**src/rtl/hazard_pkg.sv**
```systemverilog
// Shared types and constants for the pipeline hazard controller.
// Covers the FSM encodings, the scoreboard entry layout and the flush depth.
package hazard_pkg;

    typedef enum logic [1:0] {
        ST_RUN   = 2'd0,
        ST_STALL = 2'd1,
        ST_FLUSH = 2'd2
    } state_t;

    localparam int REG_W        = 5;
    localparam int ENTRY_W      = REG_W + 3;
    localparam int DEST_LSB     = 0;
    localparam int MEMREAD_BIT  = REG_W;
    localparam int REGWRITE_BIT = REG_W + 1;
    localparam int VALID_BIT    = REG_W + 2;

    localparam logic [REG_W-1:0] REG_ZERO    = '0;
    localparam logic [1:0]       FLUSH_DEPTH = 2'd3;

    typedef struct packed {
        logic             valid;
        logic             regwrite;
        logic             memread;
        logic [REG_W-1:0] dest;
    } sb_entry_t;

    // $0 is hard-wired, so a write to it can never create a dependency.
    function automatic logic sb_match(input sb_entry_t e, input logic [REG_W-1:0] r);
        return e.valid & e.regwrite & (e.dest != REG_ZERO) & (e.dest == r);
    endfunction

endpackage

```
**src/rtl/hazard_scoreboard.sv**
```systemverilog
// Three-entry shift register of in-flight destinations (EX -> MEM -> WB).
// EX can take a bubble instead of the ID entry; MEM can be cleared by a flush.
module hazard_scoreboard
    import hazard_pkg::*;
(
    input  logic      clk,
    input  logic      reset,
    input  sb_entry_t id_entry,
    input  logic      insert_bubble,
    input  logic      clear_mem,
    output sb_entry_t ex_entry,
    output sb_entry_t mem_entry,
    output sb_entry_t wb_entry
);

    always_ff @(posedge clk or negedge reset) begin
        if (!reset) begin
            ex_entry  <= '0;
            mem_entry <= '0;
            wb_entry  <= '0;
        end else begin
            wb_entry  <= mem_entry;
            mem_entry <= clear_mem ? '0 : ex_entry;
            ex_entry  <= insert_bubble ? '0 : id_entry;
        end
    end

endmodule

```
**src/rtl/hazard_ctrl.sv**
```systemverilog
// 5-stage pipeline hazard controller: RAW detection against the IF/ID
// instruction, stall/bubble/flush generation, sequencing FSM and event counters.
//
// state    | meaning
// ---------+------------------------------------------------------------
// ST_RUN   | normal issue
// ST_STALL | IF/ID instruction held behind an unresolved producer
// ST_FLUSH | squashing the wrong-path instructions behind a taken branch
module hazard_ctrl
    import hazard_pkg::*;
#(
    parameter int FORWARDING = 1,
    parameter int CNT_W      = 16
) (
    input  logic             clk,
    input  logic             reset,
    input  logic             id_valid,
    input  logic [4:0]       id_rs,
    input  logic [4:0]       id_rt,
    input  logic [4:0]       id_rd,
    input  logic             id_uses_rt,
    input  logic             id_RegDst,
    input  logic             id_RegWrite,
    input  logic             id_MemRead,
    input  logic             branch_taken,
    output logic             pc_write,
    output logic             ifid_write,
    output logic             ifid_flush,
    output logic             idex_bubble,
    output logic             exmem_flush,
    output logic [1:0]       state,
    output logic [CNT_W-1:0] stall_cnt,
    output logic [CNT_W-1:0] flush_cnt
);

    state_t     state_q, state_d;
    logic [1:0] flush_left_q, flush_left_d;
    sb_entry_t  id_entry, ex_entry, mem_entry, wb_entry;
    logic       hz_ex, hz_mem, hazard, eff_branch, stall_inc;

    always_comb begin
        id_entry          = '0;
        id_entry.valid    = id_valid;
        id_entry.regwrite = id_RegWrite;
        id_entry.memread  = id_MemRead;
        id_entry.dest     = id_RegDst ? id_rd : id_rt;
    end

    hazard_scoreboard u_scoreboard (
        .clk           (clk),
        .reset         (reset),
        .id_entry      (id_entry),
        .insert_bubble (idex_bubble | ~id_valid),
        .clear_mem     (eff_branch),
        .ex_entry      (ex_entry),
        .mem_entry     (mem_entry),
        .wb_entry      (wb_entry)
    );

    // WB is never compared: the register file writes before it reads.
    always_comb begin
        hz_ex  = sb_match(ex_entry, id_rs)  | (id_uses_rt & sb_match(ex_entry, id_rt));
        hz_mem = sb_match(mem_entry, id_rs) | (id_uses_rt & sb_match(mem_entry, id_rt));
        if (FORWARDING != 0)
            hazard = id_valid & ex_entry.memread & hz_ex;
        else
            hazard = id_valid & (hz_ex | hz_mem);
    end

    assign eff_branch = branch_taken & (state_q != ST_FLUSH);
    assign stall_inc  = hazard & ~eff_branch;

    // A taken branch squashes the stalled instruction, so it overrides the stall.
    always_comb begin
        pc_write    = 1'b1;
        ifid_write  = 1'b1;
        ifid_flush  = 1'b0;
        idex_bubble = 1'b0;
        exmem_flush = 1'b0;
        if (eff_branch) begin
            ifid_flush  = 1'b1;
            idex_bubble = 1'b1;
            exmem_flush = 1'b1;
        end else if (hazard) begin
            pc_write    = 1'b0;
            ifid_write  = 1'b0;
            idex_bubble = 1'b1;
        end
    end

    always_comb begin
        state_d      = state_q;
        flush_left_d = flush_left_q;
        if (eff_branch) begin
            state_d      = ST_FLUSH;
            flush_left_d = FLUSH_DEPTH;
        end else begin
            case (state_q)
                ST_RUN:   if (hazard)  state_d = ST_STALL;
                ST_STALL: if (!hazard) state_d = ST_RUN;
                ST_FLUSH: begin
                    flush_left_d = flush_left_q - 2'd1;
                    if (flush_left_q <= 2'd1) begin
                        state_d      = hazard ? ST_STALL : ST_RUN;
                        flush_left_d = 2'd0;
                    end
                end
                default:  state_d = ST_RUN;
            endcase
        end
    end

    always_ff @(posedge clk or negedge reset) begin
        if (!reset) begin
            state_q      <= ST_RUN;
            flush_left_q <= 2'd0;
            stall_cnt    <= '0;
            flush_cnt    <= '0;
        end else begin
            state_q      <= state_d;
            flush_left_q <= flush_left_d;
            if (stall_inc && (stall_cnt != {CNT_W{1'b1}}))
                stall_cnt <= stall_cnt + CNT_W'(1);
            if (eff_branch && (flush_cnt != {CNT_W{1'b1}}))
                flush_cnt <= flush_cnt + CNT_W'(1);
        end
    end

    assign state = state_q;

endmodule
```
**config.mk**
```make
export PLATFORM = sky130hd
export DESIGN_NAME = hazard_ctrl
export DESIGN_NICKNAME = d
export VERILOG_FILES = /design/src/rtl/hazard_pkg.sv /design/src/rtl/hazard_scoreboard.sv /design/src/rtl/hazard_ctrl.sv
export SDC_FILE = /design/constraint.sdc
export NUM_CORES = 1
export LEC_CHECK = 0
export ABC_AREA = 1
export ABC_CLOCK_PERIOD_IN_PS = 2100
export BUFFER_PORTS_ARGS = -buffer_cell sky130_fd_sc_hd__buf_2
export CAP_MARGIN = 20
export CORE_MARGIN = 3
export CORE_UTILIZATION = 53
export CTS_CLUSTER_SIZE = 16
export DETAILED_ROUTE_END_ITERATION = 8
export GPL_TIMING_DRIVEN = 0
export PLACE_DENSITY = 0.77
export REMOVE_ABC_BUFFERS = 1
export SLEW_MARGIN = 20
export SYNTH_ARGS = -nofsm -noshare
export SYNTH_HDL_FRONTEND = slang
export SYNTH_SLANG_ARGS = --single-unit
export TNS_END_PERCENT = 20
```
**constraint.sdc**
```tcl
create_clock -name clk -period 2.1 [get_ports clk]
set_clock_uncertainty 0.1 [all_clocks]
set_input_delay 0.42 -clock clk [delete_from_list [all_inputs] [get_ports clk]]
set_output_delay 0.42 -clock clk [all_outputs]
set_load 0.02 [all_outputs]
```
Word level (Yosys, flattened, before mapping)
Cells that the tools add are included.
Widths: inputs -> output; s select.
- logic and storage cells: 57
- input bits: 23
- bits in registers: 44
- output and inout bits: 39
- eq/ne operators: 10
- add/subtract/negate cells: 3
- bitwise gates (word level): 13
- reductions and logical operators: 6
- order comparisons: 1
- muxes and demuxes: 16
- operator list (kind ; number):
    $add 16x1->16 const B ; 2
    $ne 16x16->1 const B ; 2
    $mux 2 ; 7
    $eq 5x5->1 ; 2
    $and 1x1->1 ; 9
    $ne 3x3->1 const B ; 3
    $mux 8 ; 1
    $mux 1 ; 6
    $pmux 2 s3 ; 1
    $mux 5 ; 1
    $reduce_bool 5->1 ; 1
    $reduce_and 3->1 ; 1
    $eq 2x1->1 const B ; 1
    $eq 2x2->1 const B ; 1
    $le 2x1->1 const B ; 1
    $logic_and 1x1->1 ; 2
    $logic_not 2->1 ; 1
    $ne 2x2->1 const B ; 1
    $not 1->1 ; 2
    $or 1x1->1 ; 2
    $reduce_bool 2->1 ; 1
    $sub 2x1->2 const B ; 1

Longest topological paths before layout
Gate-level depths: netlist (run 1).
- depth after elaboration: 10
- depth in mapped cells: 12
- mapped depth without buffers: 12

Modules after synthesis
Synthesis (run 1) repeated with hierarchy kept, for this count alone.
- cell total of the unflattened synthesis: 352
- area, all modules: 2934.1 um^2
- by module, submodules not included (module ; cells each ; area an instance (um^2) ; sequential area each (um^2) ; instances):
    hazard_ctrl ; 294 ; 2190.9 ; 900.9 ; 1
    hazard_scoreboard ; 58 ; 743.2 ; 600.6 ; 1

Worst setup path before layout (run 1)
Ideal clock, no wire load.
- path type: register to register
- start: register state_q[1] (netlist: state[1])
- end: register flush_cnt[13]
- arrival: 1.576 ns
- slack: 0.307 ns
- buffers on the path: 0
- period minus slack after synthesis: 1.793 ns
- setup time: 0.117 ns
- required time: 1.883 ns
- stages on the path, launching flop included: 13
- cells stage by stage: dfrtp_1 -> inv_1 -> nor2_1 -> inv_2 -> nand2_1 -> inv_1 -> nand2_2 -> nor2_1 -> nand2_1 -> nor2_2 -> nand2_1 -> nand2_1 -> nand2_1
- word-level cells in the longest chain between the ends: 3
- ends and longest elaborated chain (what ; line ; text):
    start, declared ; hazard_ctrl.sv:36 ; state_t state_q, state_d;
    start signal, assigned ; hazard_ctrl.sv:120 ; state_q <= state_d;
    $ne 2x2->1 ; hazard_ctrl.sv:70 ; assign eff_branch = branch_taken & (state_q != ST_FLUSH);
    $and 1x1->1 ; hazard_ctrl.sv:70 ;
    $logic_and 1x1->1 ; hazard_ctrl.sv:124 ; if (eff_branch && (flush_cnt != {CNT_W{1'b1}}))
    end signal, assigned ; hazard_ctrl.sv:125 ; flush_cnt <= flush_cnt + CNT_W'(1);
    end, declared ; hazard_ctrl.sv:33 ; output logic [CNT_W-1:0] flush_cnt
Every way passes these cells.
A chain may end at the register's enable or synchronous reset.

Worst setup path in the final report (run 1)
- start: register u_scoreboard.ex_entry[1] (netlist name)
- end: output port idex_bubble
- word-level cells in the longest chain between the ends: 8
- elaborated cells on any way between the ends: 11
- those cells by class: eq/ne (2); mux (2); bitwise (6); reduce/logical (1)
- ends and longest elaborated chain (what ; line ; text):
    $reduce_bool 5->1 ; hazard_pkg.sv:30 ; return e.valid & e.regwrite & (e.dest != REG_ZERO) & (e.dest == r);
    $and 1x1->1 (2 in a row) ; hazard_pkg.sv:30 ;
    $and 1x1->1 ; hazard_ctrl.sv:62 ; hz_ex = sb_match(ex_entry, id_rs) | (id_uses_rt & sb_match(ex_entry, id_rt));
    $or 1x1->1 (*) ; hazard_ctrl.sv:62 ;
    $and 1x1->1 (*) ; hazard_ctrl.sv:65 ; hazard = id_valid & ex_entry.memread & hz_ex;
    $mux 1 (*) ; hazard_ctrl.sv:84 ; end else if (hazard) begin
    $mux 1 (*) ; hazard_ctrl.sv:80 ; if (eff_branch) begin
    end, declared ; hazard_ctrl.sv:29 ; output logic idex_bubble,
Every way passes the cells marked *; elsewhere a longest branch is shown, timed or not.

==> out/results.tsv, run 1 <==
metric	value	unit
startpoint_type	flop	
final_layout_size_suffix_gt1_share	26.5	%
core-area	4470	µm²
ys_async_sr_fraction	100	%
number_of_buffers_inserted_during_clock_tree_synthesis	5	
dr.first_iter.drc_count	125	
ys_ff_latch	44	
tritoncts	done	
synth_enable_flop_cells	0	
setup_violating_endpoint_count_in_the_final_report	0	
area_growth_syn_to_layout	20.1	%
synth_seq_area_share	43.7	%
placed_cells_incl_taps	430	
detail_route.first_pass.iterations	4	
synth_largest_type_area_fraction	43.7	%
clkSinkCount	44	
number_of_distinct_library_cells_after_synthesis	29	
yosys.area.top_type	dfrtp_1	
route.final.wire_length	5.28	mm
gr-usage-all-layers	20.4	%
final.setup.tns	0	ns
io_buffer_count	61	
grt_first_pass_wirelength	8.68	mm
yosys-top-cells-area	dfrtp_1, nand2_1, xor2_1, inv_1, nor2_1	
synthesized_area	2520	µm²
ys.flop_type	dfrtp_1	
placed_wire_length_estimate	3.94	mm
min-delay-path-class	primary input to asynchronous set/reset pin	
die_width	74.9	µm
yosysWarnings	0	
synth_commonest_cells	nand2_1, dfrtp_1, inv_1	
postSynthCellCount	321	
detail_route.wl_per_cell	12.0	µm
chipHeight	74.9	µm
ctsRootBufferMaster	clkbuf_8	
status	finished, final reports clean	
power.density	713	nW/µm²
timing.critical_path.fanout_max	5	
syn-mean-instance-area	7.85	µm²
htreeDepth	2	
cp.required	1.58	ns
vdd_drop_max	668	µV
dr_total_vias	2222	
grt.overflow.total	0	
area_of_the_die	5620	µm²
ant_nets	0	
final_cycle_share	96.4	%
grt_start_max_net_pins	45	
diodes	0	
n_fill_cell	388	
slew-limit-headroom	62.7	%
gp_congestion	0.821	
number_of_global_route_vias_before_repair	2012	
cap_viol_max_count	0	
power.leakage	1.69	nW
unrepaired_setup_endpoints_after_global_routing	yes	
vias_per_cell	5.04	
total_power	2.16	mW
final.hold.worst_slack	0.00247	ns
clkTransAtPathRegs	0.08	ns
report.final.hold_viol_count	0	
cts-root-to-sink-buffers	2	
antenna_found_initial	0	
crit_path_end_kind	output pin	
finalWorstPathRequiredPeriod	2.02	ns
clock_insertion_delay_worst_skew	0.29	ns
finalMaxSlewViolations	0	
finish.cell_count_without_fillers	441	
synth_most_common_cell	nand2_1	
arrival	1.50	ns
initial_core_util	56.3	%
critPathKind	flop to output pin	
num-nets-final	414	
detail_route.drc_violations	0	
pin_count	62	
fmax	494	MHz
num_rows	24	
max_slew.worst_pin.slew	0.559	ns
-- final timing paths --
kind,start,cells after the start,slack [ns],to
max,u_scoreboard.ex_entry[1],8,0.08,idex_bubble
min,reset,1,0.002,flush_cnt[0]
max reg2reg,flush_cnt[0],11,0.23,flush_cnt[13]
min reg2reg,flush_left_q[0],1,0.39,flush_left_q[0]
max in group asynchronous,reset,1,1.50,u_scoreboard.ex_entry[3]
min in group clk,id_RegWrite,3,0.23,u_scoreboard.ex_entry[6]
-- where the power goes --
part / internal, mW / total (mW) / switching [mW]
combinational: 0.216 / 0.603 / 0.387
clock: 0.226 / 0.499 / 0.273
sequential: 0.953 / 1.06 / 0.103
total: 1.40 / 2.16 / 0.763
-- worst max-delay path: stages (launching register included) --
cell	delay, ns
dfrtp_2	0.45
nand2_1	0.07
nand2_1	0.06
nor2_2	0.15
nand3_2	0.11
nand2_4	0.13
nand2_4	0.07
nand2_2	0.07
buf_6	0.11
-- layout make-up --
type | instances | area, µm² | share of cell area, %
multi-input combinational | 224 | 1240 | 40.9
inverter | 49 | 184 | 6.08
clock inverter | 1 | 5.00 | 0.165
clock buffer | 6 | 72.6 | 2.40
tap | 52 | 65.1 | 2.15
sequential | 44 | 1100 | 36.5
timing repair buffer | 65 | 357 | 11.8
-- per-stage QoR --
| step | setup slack (ns) | cell area [µm²] | util [%] |
|---|---|---|---|
| after floorplan | -0.130 | 2490 | - |
| after global placement | -0.0138 | 2860 | 64.0 |
| after detailed placement | -0.0461 | 2860 | 64.0 |
| after CTS | -0.0465 | 2950 | 65.8 |
| after global routing | -0.0213 | 3030 | 67.6 |
| final | 0.0761 | 3030 | 67.6 |
-- metal layers --
layer | track usage, % | wire, µm | share of wire, % | vias up
li1 | - | - | - | 1137
met1 | 24.3 | 2310 | 44 | 1018
met2 | 34.9 | 2560 | 49 | 57
met3 | 4.94 | 309 | 5.9 | 10
met4 | 8.70 | 99 | 1.9 | 0
met5 | 0 | 0 | 0 | -
-- sequential cells by signal (all words and copies together), names as in the netlist --
register               flops
flush_cnt                 16
state                      2
flush_left_q               2
u_scoreboard.ex_entry      8
stall_cnt                 16
-- cell families after synthesis --
family / after synthesis / share of synthesized area [%]
xor+xnor: 29 / 10.1
simple gates: 181 / 34.2
compound gates: 11 / 2.28
buf+inv: 53 / 8.35
fa+ha+maj: 2 / 0.993
flops: 44 / 43.7
mux: 1 / 0.397
-- timing repair --
| action | CTS | global route |
|---|---|---|
| hold buffers | 0 | 0 |
| setup endpoints to repair | 8 | 8 |
| buffers inserted | 0 | 4 |
| resized for setup | 2 | 16 |
| pin swaps | 0 | 7 |
-- placed cells by master, fill, tap and decap left out, drive strengths merged, types with 2 or more instances in the layout --
| cell | n |
|---|---|
| nor3 | 6 |
| xnor2 | 8 |
| a21oi | 5 |
| buf | 65 |
| o21ai | 5 |
| inv | 49 |
| nand3 | 22 |
| nor2 | 48 |
| ha | 2 |
| nand4 | 12 |
| nand2 | 87 |
| nand3b | 2 |
| xor2 | 21 |
| dfrtp | 44 |
| clkbuf | 6 |
| nor4 | 2 |
Power figures use the tool's default switching activity.
==> run 2, diff against run 1 <==
--- a/config.mk
+++ b/config.mk
@@ -10,11 +10,12 @@
 export BUFFER_PORTS_ARGS = -buffer_cell sky130_fd_sc_hd__buf_2
 export CAP_MARGIN = 20
 export CORE_MARGIN = 3
-export CORE_UTILIZATION = 53
+export CORE_UTILIZATION = 55
+export CTS_BUF_LIST = sky130_fd_sc_hd__clkbuf_4 sky130_fd_sc_hd__clkbuf_8
 export CTS_CLUSTER_SIZE = 16
 export DETAILED_ROUTE_END_ITERATION = 8
 export GPL_TIMING_DRIVEN = 0
-export PLACE_DENSITY = 0.77
+export PLACE_DENSITY = 0.8
 export REMOVE_ABC_BUFFERS = 1
 export SLEW_MARGIN = 20
 export SYNTH_ARGS = -nofsm -noshare
==> out/results.tsv, run 2 (synthesis results as in run 1) <==
metric	value	unit	change
dp_worst_setup_slack	-0.0696	ns	-0.0234 ns
p_int	1.45	mW	+3.8%
pin_count	62		unchanged
detail_route.wl_per_cell	11.9	µm	-0.17%
min-delay-path-class	primary input to asynchronous set/reset pin		
clockPowerShare	25.2	%	+2.1 points
startpoint_type	flop		
power.share.combinational	27.1	%	-0.8 points
crit_path_end_kind	output pin		
final_layout_size_suffix_gt1_share	26.7	%	+0.26 points
final_design_area_no_fill	3010	µm²	-0.37%
finalMaxSlewViolations	0		unchanged
power.density	738	nW/µm²	+3.4%
chipHeight	73.7	µm	-1.7%
postLayoutCoreUtil	71.7	%	+4.1 points
ant_nets	0		unchanged
placed_wire_length_estimate	3.94	mm	about the same
area_growth_syn_to_layout	19.7	%	
core-area	4200	µm²	-6.1%
number_of_buffers_inserted_during_clock_tree_synthesis	5		unchanged
slew-limit-headroom	36.3	%	-26 points
power_frac_seq	47.7	%	-1.2 points
gr-usage-all-layers	21.0	%	+0.58 points
final.setup.tns	0	ns	unchanged
commonest_non_fill_non_tap_cell_in_the_layout	nand2_1		
vdd_drop_max	607	µV	-9.1%
io_buffer_count	61		unchanged
antenna_found_initial	0		unchanged
gp_congestion	0.874		+6.4%
cts-root-to-sink-buffers	2		unchanged
power.leakage	1.67	nW	-1.3%
registers_with_the_highest_flip_flop_counts	flush_cnt (16), stall_cnt (16), u_scoreboard.ex_entry (8)		
initial_core_util	59.9	%	+3.7 points
arrival	1.50	ns	about the same
ctsRootBufferMaster	clkbuf_8		
num_rows	23		-4.2%
critPathKind	flop to output pin		
switching_share	34.8	%	-0.50 points
setup_violating_endpoint_count_in_the_final_report	0		unchanged
fmax	494	MHz	about the same
critical_path.slowest_cell	dfrtp_2		
tritoncts	done		
max_slew.worst_pin.slew	0.955	ns	+0.396 ns
crit_path_max_incr_delay	0.45	ns	about the same
grt_first_pass_wirelength	8.81	mm	+1.5%
number_of_global_route_vias_before_repair	2114		+5.1%
timing.critical_path.fanout_max	5		unchanged
report.final.hold_viol_count	0		unchanged
num-nets-final	413		-0.24%
clock_insertion_delay_worst_skew	0.30	ns	about the same
vias_per_cell	5.08		+0.77%
mostFrequentLayoutCells	nand2_1, buf_2, inv_1		
finish.cell_count_without_fillers	439		-0.45%
clkSinkCount	44		unchanged
route.final.wire_length	5.24	mm	-0.63%
cap_viol_max_count	0		unchanged
placed_cell_area	2860	µm²	about the same
diodes	0		unchanged
grt_start_max_net_pins	45		unchanged
final_cycle_share	96.3	%	about the same
htreeDepth	2		unchanged
grt.overflow.total	0		unchanged
placed_cells_incl_taps	428		-0.47%
postLayoutSetupSlackWorst	0.0775	ns	+0.00132 ns
finalWorstPathRequiredPeriod	2.02	ns	-0.00132 ns
postCtsHoldBufs	0		unchanged
p_switching	0.775	mW	+1.6%
status	finished, final reports clean		
cp.required	1.58	ns	about the same
area_of_the_die	5430	µm²	-3.3%
detail_route.drc_violations	0		unchanged
path_cells	nand2_1, nand2_1, nor2_2, nand3_2, nand2_4, nand2_2, nand2_2, buf_6		
dr.first_iter.drc_count	101		-19%
die_width	73.7	µm	-1.7%
clkTransAtPathRegs	0.08	ns	about the same
detail_route.first_pass.iterations	4		unchanged
unrepaired_setup_endpoints_after_global_routing	yes		
dr_total_vias	2229		+0.32%
[run 2: path summary, 6_finish.rpt]
| check | from | endpoint | slack (ns) | cells past startpoint |
|---|---|---|---|---|
| max in group asynchronous | reset | u_scoreboard.ex_entry[2] | 1.08 | 1 |
| worst max-delay path | u_scoreboard.ex_entry[1] | idex_bubble | 0.08 | 8 |
| worst min register to register | flush_left_q[0] | flush_left_q[0] | 0.41 | 1 |
| min in group clk | id_RegWrite | u_scoreboard.ex_entry[6] | 0.23 | 3 |
| worst min-delay path | reset | stall_cnt[2] | 0.17 | 1 |
| worst max register to register | stall_cnt[0] | stall_cnt[2] | 0.22 | 7 |
[run 2: stage by stage]
step | power [mW] | hold slack (ns)
floorplan | 1.44 | 0.0244
global placement | 1.63 | 0.370
detailed placement | 1.65 | 0.385
CTS | 2.22 | 0.203
global route | 2.37 | 0.236
finish | 2.22 | 0.166
[run 2: critical path: cells and delay by family (launching register included)]
family        cells  cell delay [ns]
buf+inv           1             0.11
flops             1             0.45
simple gates      7             0.65
[run 2: power by group through the flow]
stage / combinational, mW / sequential, mW / clock [mW]
floorplan: 0.308 / 1.14 / 0
global placement: 0.561 / 1.07 / 0
detailed placement: 0.576 / 1.07 / 0
CTS: 0.584 / 1.06 / 0.582
global route: 0.670 / 1.08 / 0.619
finish: 0.602 / 1.06 / 0.561
[run 2: timing repair]
action                                  CTS  global route
pin swaps                                 0             3
gates cloned                              0             0
endpoints found under the setup margin    9             7
gates resized for setup                   2            11
buffers inserted                          0             3
[run 2: area by class of cell]
type | count | area, µm²
tap | 50 | 62.6
timing repair buffer | 64 | 334
fill | 370 | 1190
clock buffer | 7 | 90.1
inverter | 49 | 184
sequential | 44 | 1110
multi-input combinational | 224 | 1230
clock inverter | 1 | 7.51
[run 2: layer usage]
metal	GRT usage, %	share of wire, %
met2	36.5	49
met4	8.25	1.5
met5	0	0
met1	24.7	44
met3	4.92	4.9
==> run 3, diff against run 2 <==
--- a/config.mk
+++ b/config.mk
@@ -7,7 +7,7 @@
 export LEC_CHECK = 0
 export ABC_AREA = 1
 export ABC_CLOCK_PERIOD_IN_PS = 2100
-export BUFFER_PORTS_ARGS = -buffer_cell sky130_fd_sc_hd__buf_2
+export BUFFER_PORTS_ARGS = -buffer_cell sky130_fd_sc_hd__clkbuf_2
 export CAP_MARGIN = 20
 export CORE_MARGIN = 3
 export CORE_UTILIZATION = 55
==> out/results.tsv, run 3 (synthesis results as in run 1) <==
metric	value	unit	change
status	finished, final reports clean		
dr_total_vias	2260		+1.4%
mostFrequentLayoutCells	nand2_1, clkbuf_2, inv_1, nor2_1, dfrtp_1		
startpoint_type	flop		
crit_path_end_kind	output pin		
finalMaxSlewViolations	0		unchanged
setup_violating_endpoint_count_in_the_final_report	0		unchanged
final_design_area_no_fill	3100	µm²	+2.9%
detail_route.drc_violations	0		unchanged
core-area	4200	µm²	unchanged
detailroute.wirelength.met2	2.80	mm	+8.5%
dp_worst_setup_slack	-0.0993	ns	-0.0297 ns
grt_start_max_net_pins	45		unchanged
initial_core_util	59.9	%	unchanged
timing.critical_path.fanout_max	5		unchanged
tritoncts	done		
grt.overflow.total	0		unchanged
num-nets-final	417		+0.97%
htreeDepth	2		unchanged
report.final.hold_viol_count	0		unchanged
slew-limit-headroom	36.9	%	+0.57 points
antenna_found_initial	0		unchanged
num_rows	23		unchanged
min-delay-path-class	primary input to asynchronous set/reset pin		
cap_viol_max_count	0		unchanged
pin_count	62		unchanged
detailroute.wirelength.met3	269	µm	+3.9%
diodes	0		unchanged
wl_met1	2.40	mm	+3.4%
arrival	1.55	ns	+0.05 ns
gr-usage-all-layers	20.7	%	-0.24 points
io_buffer_count	61		unchanged
area_of_the_die	5430	µm²	unchanged
route.final.wire_length	5.54	mm	+5.6%
unrepaired_setup_endpoints_after_global_routing	yes		
power.density	771	nW/µm²	+4.5%
area_growth_syn_to_layout	23.2	%	
registers_with_the_highest_flip_flop_counts	flush_cnt (16), stall_cnt (16), u_scoreboard.ex_entry (8)		
final_cycle_share	98.6	%	+2.3 points
clkSinkCount	44		unchanged
final_layout_size_suffix_gt1_share	27.7	%	+1.0 points
vdd_drop_max	604	µV	-0.56%
clkTransAtPathRegs	0.08	ns	about the same
gp_congestion	0.873		about the same
commonest_non_fill_non_tap_cell_in_the_layout	nand2_1		
power.leakage	1.70	nW	+2.3%
ant_nets	0		unchanged
cp.required	1.58	ns	about the same
grt_first_pass_wirelength	8.68	mm	-1.5%
fmax	483	MHz	-2.3%
detail_route.wl_per_cell	12.5	µm	+4.7%
die_width	73.7	µm	unchanged
ctsRootBufferMaster	clkbuf_8		
finish.cell_count_without_fillers	443		+0.91%
placed_wire_length_estimate	4.08	mm	+3.5%
number_of_buffers_inserted_during_clock_tree_synthesis	5		unchanged
chipHeight	73.7	µm	unchanged
number_of_global_route_vias_before_repair	2049		-3.1%
critPathKind	flop to output pin		
dr.first_iter.drc_count	115		+14%
finalWorstPathRequiredPeriod	2.07	ns	+0.0477 ns
vias_per_cell	5.10		+0.48%
max_slew.worst_pin.slew	0.947	ns	-0.00854 ns
cts-root-to-sink-buffers	2		unchanged
placed_cell_area	2860	µm²	unchanged
placed_cells_incl_taps	428		unchanged
detail_route.first_pass.iterations	4		unchanged
postLayoutSetupSlackWorst	0.0298	ns	-0.0477 ns
top_layer_used	met4		
clock_insertion_delay_worst_skew	0.29	ns	about the same
==> run 3: changes by cell type in the layout (fill, tap and decap cells not counted), sizes merged <==
| cell | change |
|---|---|
| clkinvlp | -1 |
| clkbuf | +57 |
| bufinv | +1 |
| buf | -53 |
==> run 3: layout make-up <==
cell class                      count  area [µm²]
Multi-Input combinational cell    224        1230
Sequential cell                    44        1110
Fill cell                         337        1100
Timing Repair Buffer               68         389
Inverter                           49         184
Clock buffer                        7        96.3
Tap cell                           50        62.6
Clock inverter                      1        30.0
==> run 3: timing repair <==
| item | in CTS | in global routing |
|---|---|---|
| setup endpoints to repair | 9 | 8 |
| setup buffers | 0 | 7 |
| gates resized for setup | 2 | 20 |
| pin swaps | 0 | 7 |
| endpoints found under the hold margin | 0 | 0 |
| hold buffers | 0 | 0 |
==> run 3: metal layers <==
layer	vias up	track usage, %
li1	1140	-
met1	1057	25.2
met2	56	36.2
met3	7	4.38
met4	0	7.04
met5	-	0
==> run 3: worst paths after layout <==
path	start	to	slack, ns	cells past startpoint
max	u_scoreboard.ex_entry[1]	pc_write	0.03	9
min in group clk	id_RegWrite	u_scoreboard.ex_entry[6]	0.22	3
max in group asynchronous	reset	u_scoreboard.ex_entry[3]	1.08	1
min	reset	u_scoreboard.ex_entry[1]	0.16	1
max reg2reg	stall_cnt[0]	stall_cnt[2]	0.19	7
min reg2reg	flush_left_q[0]	flush_left_q[0]	0.39	1
==> run 3: metrics by stage <==
stage	hold WS [ns]	total power, mW	utilization [%]	TNS (ns)
after floorplan	0.0244	1.44	-	-0.375
after global placement	0.371	1.63	68.1	-0.0446
after detailed placement	0.383	1.65	68.1	-0.226
after CTS	0.217	2.36	71.2	-0.0921
after global routing	0.237	2.52	73.9	-0.101
final	0.164	2.39	73.9	0
==> run 3: worst max-delay path: stages (launching register included) <==
cell	delay, ns
dfrtp_2	0.41
inv_2	0.04
nand2_1	0.05
nand2_1	0.06
nor2_2	0.15
nand3_2	0.11
nand2_4	0.09
buf_12	0.10
nand3_4	0.08
buf_6	0.15
==> run 3: power by group <==
group          leakage [nW]  total (mW)  internal (mW)  switching [mW]
clock                0.0645       0.707          0.420           0.287
sequential            0.556        1.06          0.953           0.109
combinational          1.08       0.623          0.227           0.396
total                  1.70        2.39           1.60           0.792
